[config.mk]
export PLATFORM = sky130hd
export DESIGN_NAME = prescaled_mode_counter
export DESIGN_NICKNAME = d
export VERILOG_FILES = /design/src/rtl/prescaled_mode_counter.sv
export SDC_FILE = /design/constraint.sdc
export NUM_CORES = 1
export LEC_CHECK = 0
export BUFFER_PORTS_ARGS = -buffer_cell sky130_fd_sc_hd__buf_2
export CAP_MARGIN = 25
export CORE_AREA = 4 4 88 90
export DETAILED_ROUTE_END_ITERATION = 12
export DIE_AREA = 0 0 92 94
export GPL_TIMING_DRIVEN = 1
export PLACE_DENSITY = 0.56
export REMOVE_ABC_BUFFERS = 1
export SLEW_MARGIN = 30
export SYNTH_ARGS = -nofsm -noshare
export SYNTH_HDL_FRONTEND = slang
export SYNTH_SLANG_ARGS = --single-unit
[constraint.sdc]
create_clock -name clk_in -period 2 [get_ports clk_in]
set_input_delay 0.1 -clock clk_in [delete_from_list [all_inputs] [get_ports clk_in]]
set_output_delay 0.1 -clock clk_in [all_outputs]
set_load 0.03 [all_outputs]
[src/rtl/prescaled_mode_counter.sv]
// rtl/prescaled_mode_counter.sv - prescaled up/down counter with wrap, saturate and one-shot modes
module prescaled_mode_counter #(
    parameter int WIDTH    = 8,
    parameter int PRESCALE = 25000000,
    parameter int STEP     = 1
) (
    input  logic             clk_in,
    input  logic             reset,
    input  logic             start,
    input  logic             stop,
    input  logic             enable,
    input  logic             up_down,
    input  logic [1:0]       mode,
    input  logic             load,
    input  logic [WIDTH-1:0] load_value,
    output logic [WIDTH-1:0] counter,
    output logic             tick,
    output logic             wrapped,
    output logic             at_limit,
    output logic             done,
    output logic             busy
);

    localparam int               PW      = (PRESCALE > 1) ? $clog2(PRESCALE) : 1;
    localparam logic [PW-1:0]    PS_LAST = PW'(PRESCALE - 1);
    localparam logic [WIDTH:0]   STEP_X  = (WIDTH + 1)'(STEP);
    localparam logic [WIDTH-1:0] MAX     = '1;

    localparam logic [1:0] MODE_SAT  = 2'b01;
    localparam logic [1:0] MODE_ONCE = 2'b10;

    typedef enum logic [1:0] {
        S_IDLE = 2'd0,
        S_RUN  = 2'd1,
        S_DONE = 2'd2
    } state_t;

    state_t           state_q;
    logic [PW-1:0]    presc_q;
    logic [WIDTH-1:0] counter_q;
    logic             tick_q;
    logic             wrapped_q;

    logic [WIDTH:0]   sum_x;
    logic [WIDTH:0]   diff_x;
    logic [WIDTH-1:0] counter_d;
    logic             wrapped_d;
    logic             finish_d;

    // One extra bit catches carry on the way up and borrow on the way down.
    assign sum_x  = {1'b0, counter_q} + STEP_X;
    assign diff_x = {1'b0, counter_q} - STEP_X;

    always_comb begin
        counter_d = counter_q;
        wrapped_d = 1'b0;
        finish_d  = 1'b0;
        if (up_down) begin
            if (sum_x[WIDTH]) begin
                case (mode)
                    MODE_SAT:  counter_d = MAX;
                    MODE_ONCE: begin
                        counter_d = MAX;
                        finish_d  = 1'b1;
                    end
                    default: begin
                        counter_d = sum_x[WIDTH-1:0];
                        wrapped_d = 1'b1;
                    end
                endcase
            end else begin
                counter_d = sum_x[WIDTH-1:0];
                finish_d  = (mode == MODE_ONCE) && (sum_x[WIDTH-1:0] == MAX);
            end
        end else begin
            if (diff_x[WIDTH]) begin
                case (mode)
                    MODE_SAT:  counter_d = '0;
                    MODE_ONCE: begin
                        counter_d = '0;
                        finish_d  = 1'b1;
                    end
                    default: begin
                        counter_d = diff_x[WIDTH-1:0];
                        wrapped_d = 1'b1;
                    end
                endcase
            end else begin
                counter_d = diff_x[WIDTH-1:0];
                finish_d  = (mode == MODE_ONCE) && (diff_x[WIDTH-1:0] == '0);
            end
        end
    end

    // Load outranks stop/start and suppresses any step landing on the same edge.
    always_ff @(posedge clk_in) begin
        if (!reset) begin
            state_q   <= S_IDLE;
            presc_q   <= '0;
            counter_q <= '0;
            tick_q    <= 1'b0;
            wrapped_q <= 1'b0;
        end else begin
            tick_q    <= 1'b0;
            wrapped_q <= 1'b0;
            if (load) begin
                counter_q <= load_value;
                presc_q   <= '0;
            end else if (stop) begin
                state_q <= S_IDLE;
                presc_q <= '0;
            end else if (start && (state_q != S_RUN)) begin
                state_q <= S_RUN;
                presc_q <= '0;
            end else if ((state_q == S_RUN) && enable) begin
                if (presc_q == PS_LAST) begin
                    presc_q   <= '0;
                    counter_q <= counter_d;
                    tick_q    <= 1'b1;
                    wrapped_q <= wrapped_d;
                    if (finish_d) begin
                        state_q <= S_DONE;
                    end
                end else begin
                    presc_q <= presc_q + PW'(1);
                end
            end
        end
    end

    assign counter  = counter_q;
    assign tick     = tick_q;
    assign wrapped  = wrapped_q;
    assign done     = (state_q == S_DONE);
    assign busy     = (state_q == S_RUN);
    assign at_limit = (up_down && (counter_q == MAX)) || (!up_down && (counter_q == '0));

endmodule

==> impl_metrics.toml, run 1 <==
[route]
ant_nets = 0
routed_via_density = 5.19
dr.pass1.iters = 4
via_count = 2370
post-route-drc-count = 0
wl_per_cell_um = 14.1
drtIter0Drc = 71
drt-total-wl_mm = 6.46

[floorplan]
die_w_um = 92
core_area_um2 = 7060
dieHeight_um = 94
initial_utilization_pct = 33.5
dieArea_um2 = 8650
num_rows = 31
ios = 30

[timing]
slew_violations = 0
setup_viol_count_final = 0
worst_slew_margin_rel_pct = 60.7
finalHoldViolations = 0
finClkSkew_ns = 0.00605
fin_setup_tns_ns = 0
fin_crit_sh_pct = 99.2
timing.final.crit_period_ns = 1.98
fmax_mhz = 504
worst_pin_slew_ns = 0.587
grt_setup_unrepaired = "true"

[finish]
final_layout_size_suffix_gt1_share_pct = 28.5
synthToLayoutAreaGrowth_pct = 29.1
instances_no_fill = 457
n_antenna_cell = 0
layout_commonest_cell = "buf_4"
final_cell_mix = "43 x buf_4, 35 x dfxtp_1, 34 x nor2_1"
fin_nets = 381

[hold_path]
holdCritStartpoint = "load_value[6]"
hold_depth = 3
hold_class = "input pin to flip-flop"
min_to = "counter[6]"

[run]
maxCapViolations = 0

[worst_setup_path]
crit_path_max_incr_delay_ns = 0.56
setup.worst_path.end_class = "flip-flop"
reg2reg_from = "counter[0]"
cpMostUsedCell = "a41o_1"
worstPathRequired_ns = 2.21
cpLargestDelayFamily = "compound AO/OA/AOI/OAI gates"
r2r_cells = 6
crit_buf_inv = 1
start_kind = "flip-flop"
r2r_slack_ns = 0.02
criticalPathCategory = "flip-flop to flip-flop"
slowest_stage = "or4_1"
crit_fanout = 3
worstPathArrival_ns = 2.19
crit_chain = "buf_4 -> or4_1 -> xor2_1 -> a41o_1 -> a41o_1 -> a221oi_2"
r2r_end = "state_q[0]"

[synth]
seq_area_frac_synth_pct = 31.4
yosys.area.top_type = "dfxtp_1"
ys_ff_latch = 37
syn-cell-area_um2 = 2360
synthCells = 293
synth_edf_count = 0
synth_top_area_share_pct = 31.4
ys.flop_type = "dfxtp_1"
synthTopCellsByArea = "dfxtp_1 31%, xnor2_1 6.3%, nor2_1 5.4%"
yosysUniqueCellTypes = 55
synth_async_sr_flop_share_pct = 0
ys_warn_count = 0
avgSynthCellArea_um2 = 8.06

[power]
ir_drop_uv = 306
finalPower_w = 0.00165
power.density_nw_per_um2 = 541
p_leak_nw = 1.13

[run_status]
outcome = "completed"

[cts]
ctsHtreeMaxLevel = 2
numCtsBuffers = 5
clockBufferDepth = 2
clockRootBuffer = "clkbuf_8"
tritoncts = "done"
clkSlewWorstSetupHoldPaths_ns = 0.08
insertion_delay_ns = 0.29
cts_sinks = 37

[global_routing]
grt_max_degree = 26
grt.overflow.total = 0
track_usage_pct = 15.7
antenna_found_initial = 0
grt_first_pass_wirelength_mm = 10.8
grt_pass1_vias = 2278

[placed_design]
port_buffers = 29
dp_cells = 444
place.gp.congestion = 0.903
hpwl_mm = 4.80
==> tightest hold or removal path, cell delays in order <==
cell and delay [ns]:
buf_2 0.08, nand2_1 0.04, o211ai_1 0.06
==> worst max path at each step <==
stage / from / to / slack (ns) / depth (start not counted)
after floorplan: counter[0] / counter[5] / -0.27 / 7
after global placement: counter[1] / counter[5] / 0.02 / 7
after detailed placement: counter[1] / counter[1] / 0.01 / 8
after CTS: presc_q[10] / counter[1] / 0.007 / 5
after global routing: counter[1] / counter[5] / -0.08 / 7
final: counter[0] / state_q[0] / 0.02 / 6
==> what timing repair did <==
item | CTS | global route
endpoints found under the setup margin | 3 | 33
pin swaps | 1 | 7
setup buffers | 2 | 2
cloned | 0 | 0
resized for setup | 2 | 20
endpoints found under the hold margin | 1 | 0
hold buffers | 1 | 0
==> registers in the layout, summed over array words and instances (netlist names) <==
| register | flops |
|---|---|
| presc_q | 25 |
| tick | 1 |
| state_q | 2 |
| counter | 8 |
| wrapped | 1 |
==> area by class of cell <==
type	instances	area (um2)
clock inverters	2	13.8
well taps	99	124
flip-flops and latches	37	743
clock buffers	6	82.6
multi-input cells	226	1540
fillers	748	4010
repair buffers	74	500
inverters	13	48.8
==> synth_stat cells (2+ instances only) <==
master	count
xnor2_1	17
and3_1	2
nand4_1	3
nand2b_1	4
or3_1	2
nand2_1	24
and4_1	4
a41o_1	2
o21bai_1	2
dfxtp_1	37
nor3_1	15
nor4_1	10
o22a_1	2
nand4b_1	4
or4_1	4
a21oi_1	8
buf_6	3
o21a_1	2
nor2_1	34
o211ai_1	2
clkbuf_1	8
a211oi_1	2
o21ai_0	11
nand3_1	19
a31oi_1	3
ha_1	7
inv_1	13
o31ai_1	3
a22oi_1	5
xor2_1	11
buf_2	4
nor2b_1	2
buf_4	2
==> cell families after synthesis <==
family / Yosys count / synth area share, %
buf+inv: 30 / 6.25
flops: 37 / 31.4
fa+ha+maj: 7 / 3.71
compound gates: 52 / 15.7
xor+xnor: 28 / 10.4
simple gates: 139 / 32.6
==> power breakdown <==
part | internal [W] | switching, W | leakage (nW)
Combinational | 0.000138 | 0.000187 | 0.780
Clock | 0.000279 | 0.000287 | 0.0512
Sequential | 0.000747 | 0.0000115 | 0.300
==> layer usage <==
| metal | GRT usage, % | wire, um |
|---|---|---|
| met2 | 28.0 | 3240 |
| met4 | 6.19 | 116 |
| met1 | 18.5 | 2840 |
| met5 | 0 | 0 |
| met3 | 3.04 | 275 |
==> per-stage QoR <==
stage	hold WS (ns)	utilization (%)	instance area, um2	setup slack, ns
final	0.0247	43.2	3050	0.0158
after global routing	0.0282	43.2	3050	-0.0791
after CTS	0.0265	42.1	2980	0.00723
after detailed placement	0.315	40.3	2850	0.0110
after global placement	0.315	40.3	2850	0.0246
after floorplan	0.191	-	2260	-0.273
(Power assumes the default switching activity.)
==> run 2: changes to the inputs <==
Settings changed: PLACE_DENSITY 0.56 to 0.62.
==> impl_metrics.toml, run 2 (synthesis gave the netlist of run 1 again) <==
[run_status]
outcome = "complete, but fails checks"
violations = "negative setup slack"

[route]
drt-total-wl_mm = 6.55
via_count = 2389
dr.pass1.iters = 4
post-route-drc-count = 0
ant_nets = 0
wl_per_cell_um = 14.2
routed_via_density = 5.18
drtIter0Drc = 109

[global_routing]
grt_max_degree = 26
track_usage_pct = 15.0
grt_pass1_vias = 2236
grt.overflow.total = 0
antenna_found_initial = 0
grt_first_pass_wirelength_mm = 10.5

[timing]
grt_setup_unrepaired = "true"
finalHoldViolations = 0
fin_setup_tns_ns = -0.00207
setup_viol_count_final = 1
worst_pin_slew_ns = 0.680
setup_ws_ns = -0.00207
slew_violations = 0
fmax_mhz = 499
worst_slew_margin_rel_pct = 54.5
finClkSkew_ns = 0.00956
fin_crit_sh_pct = 100
timing.final.crit_period_ns = 2.00
worst_hold_slack_ns = 0.0373

[worst_setup_path]
worstPathRequired_ns = 2.20
reg2reg_from = "presc_q[23]"
r2r_slack_ns = -0.002
path_depth = 6
crit_chain = "or4b_4 -> nor4_4 -> and3_4 -> nand4_4 -> buf_6 -> o211ai_1"
crit_end = "counter[0]"
r2r_cells = 6
cpLargestDelayFamily = "simple AND/OR/NAND/NOR gates"
crit_buf_inv = 1
start_kind = "flip-flop"
criticalPathCategory = "flip-flop to flip-flop"
crit_path_max_incr_delay_ns = 0.54
startpoint = "presc_q[23]"
slowest_stage = "or4b_4"
crit_fanout = 3
worstPathArrival_ns = 2.21
r2r_end = "counter[0]"
setup.worst_path.end_class = "flip-flop"

[finish]
instances_no_fill = 461
fin_nets = 385
layout_commonest_cell = "buf_4"
synthToLayoutAreaGrowth_pct = 32.9
largest_register = "presc_q"
final_cell_mix = "44 x buf_4, 33 x nor2_1, 33 x dfxtp_1"
n_antenna_cell = 0
final_layout_size_suffix_gt1_share_pct = 31.2
largest_reg_flops = 25

[cts]
cts_sinks = 37
ctsHtreeMaxLevel = 2
clockRootBuffer = "clkbuf_8"
numCtsBuffers = 5
clockBufferDepth = 2
tritoncts = "done"
insertion_delay_ns = 0.29
clkSlewWorstSetupHoldPaths_ns = 0.08

[floorplan]
die_w_um = 92
dieHeight_um = 94
dieArea_um2 = 8650
num_rows = 31
ios = 30
initial_utilization_pct = 33.5
core_area_um2 = 7060

[power]
ir_drop_uv = 311
finalPower_w = 0.00167
p_leak_nw = 1.18
power.density_nw_per_um2 = 533

[placed_design]
port_buffers = 29
dp_cells = 446
place.gp.congestion = 0.913
preCtsSetupSlack_ns = -0.0873
hpwl_mm = 4.66

[hold_path]
holdCritStartpoint = "load_value[6]"
hold_class = "input pin to flip-flop"

[run]
maxCapViolations = 0
-- run 2: worst min-delay path by stage --
stage	end	cells past startpoint
3_3_place_gp	state_q[0]	2
4_1_cts	counter[6]	3
3_5_place_dp	state_q[0]	2
2_1_floorplan	state_q[0]	1
6_report	counter[6]	3
5_1_grt	counter[5]	3
-- run 2: worst min-delay path, cell delays in order --
cell	delay, ns
buf_2	0.08
nand2_1	0.04
o211ai_1	0.06
-- run 2: cell type report --
type	instances	area, um2
clock inverter	1	5.00
fill	731	3920
sequential	37	746
timing repair buffer	78	562
multi-input combinational	226	1560
inverter	13	48.8
tap	99	124
clock buffer	7	96.3
-- run 2: power by group --
| group | internal, W | total, W | switching (W) |
|---|---|---|---|
| Sequential | 0.000748 | 0.000761 | 0.0000135 |
| Clock | 0.000312 | 0.000579 | 0.000267 |
| Combinational | 0.000143 | 0.000334 | 0.000191 |
| Total | 0.00120 | 0.00167 | 0.000472 |
-- run 2: layer usage --
layer / part of all wire [%] / track usage [%] / vias to the layer above
met4: 2.3 / 5.94 / 0
met5: 0 / 0 / -
met3: 5.0 / 3.61 / 12
met2: 50 / 25.7 / 63
li1: - / - / 1192
met1: 43 / 17.9 / 1122
-- run 2: stage by stage --
stage	cell area [um2]	util [%]
after floorplan	2260	-
after global placement	2870	40.7
after detailed placement	2870	40.7
after CTS	3000	42.5
after global routing	3140	44.5
final	3140	44.5
-- run 2: what timing repair did --
item / in CTS / in global routing
gates resized for setup: 3 / 26
gates cloned: 0 / 1
hold buffers: 1 / 0
endpoints found under the setup margin: 7 / 16
pin swaps: 1 / 12
endpoints found under the hold margin: 1 / 0
buffers inserted: 0 / 5
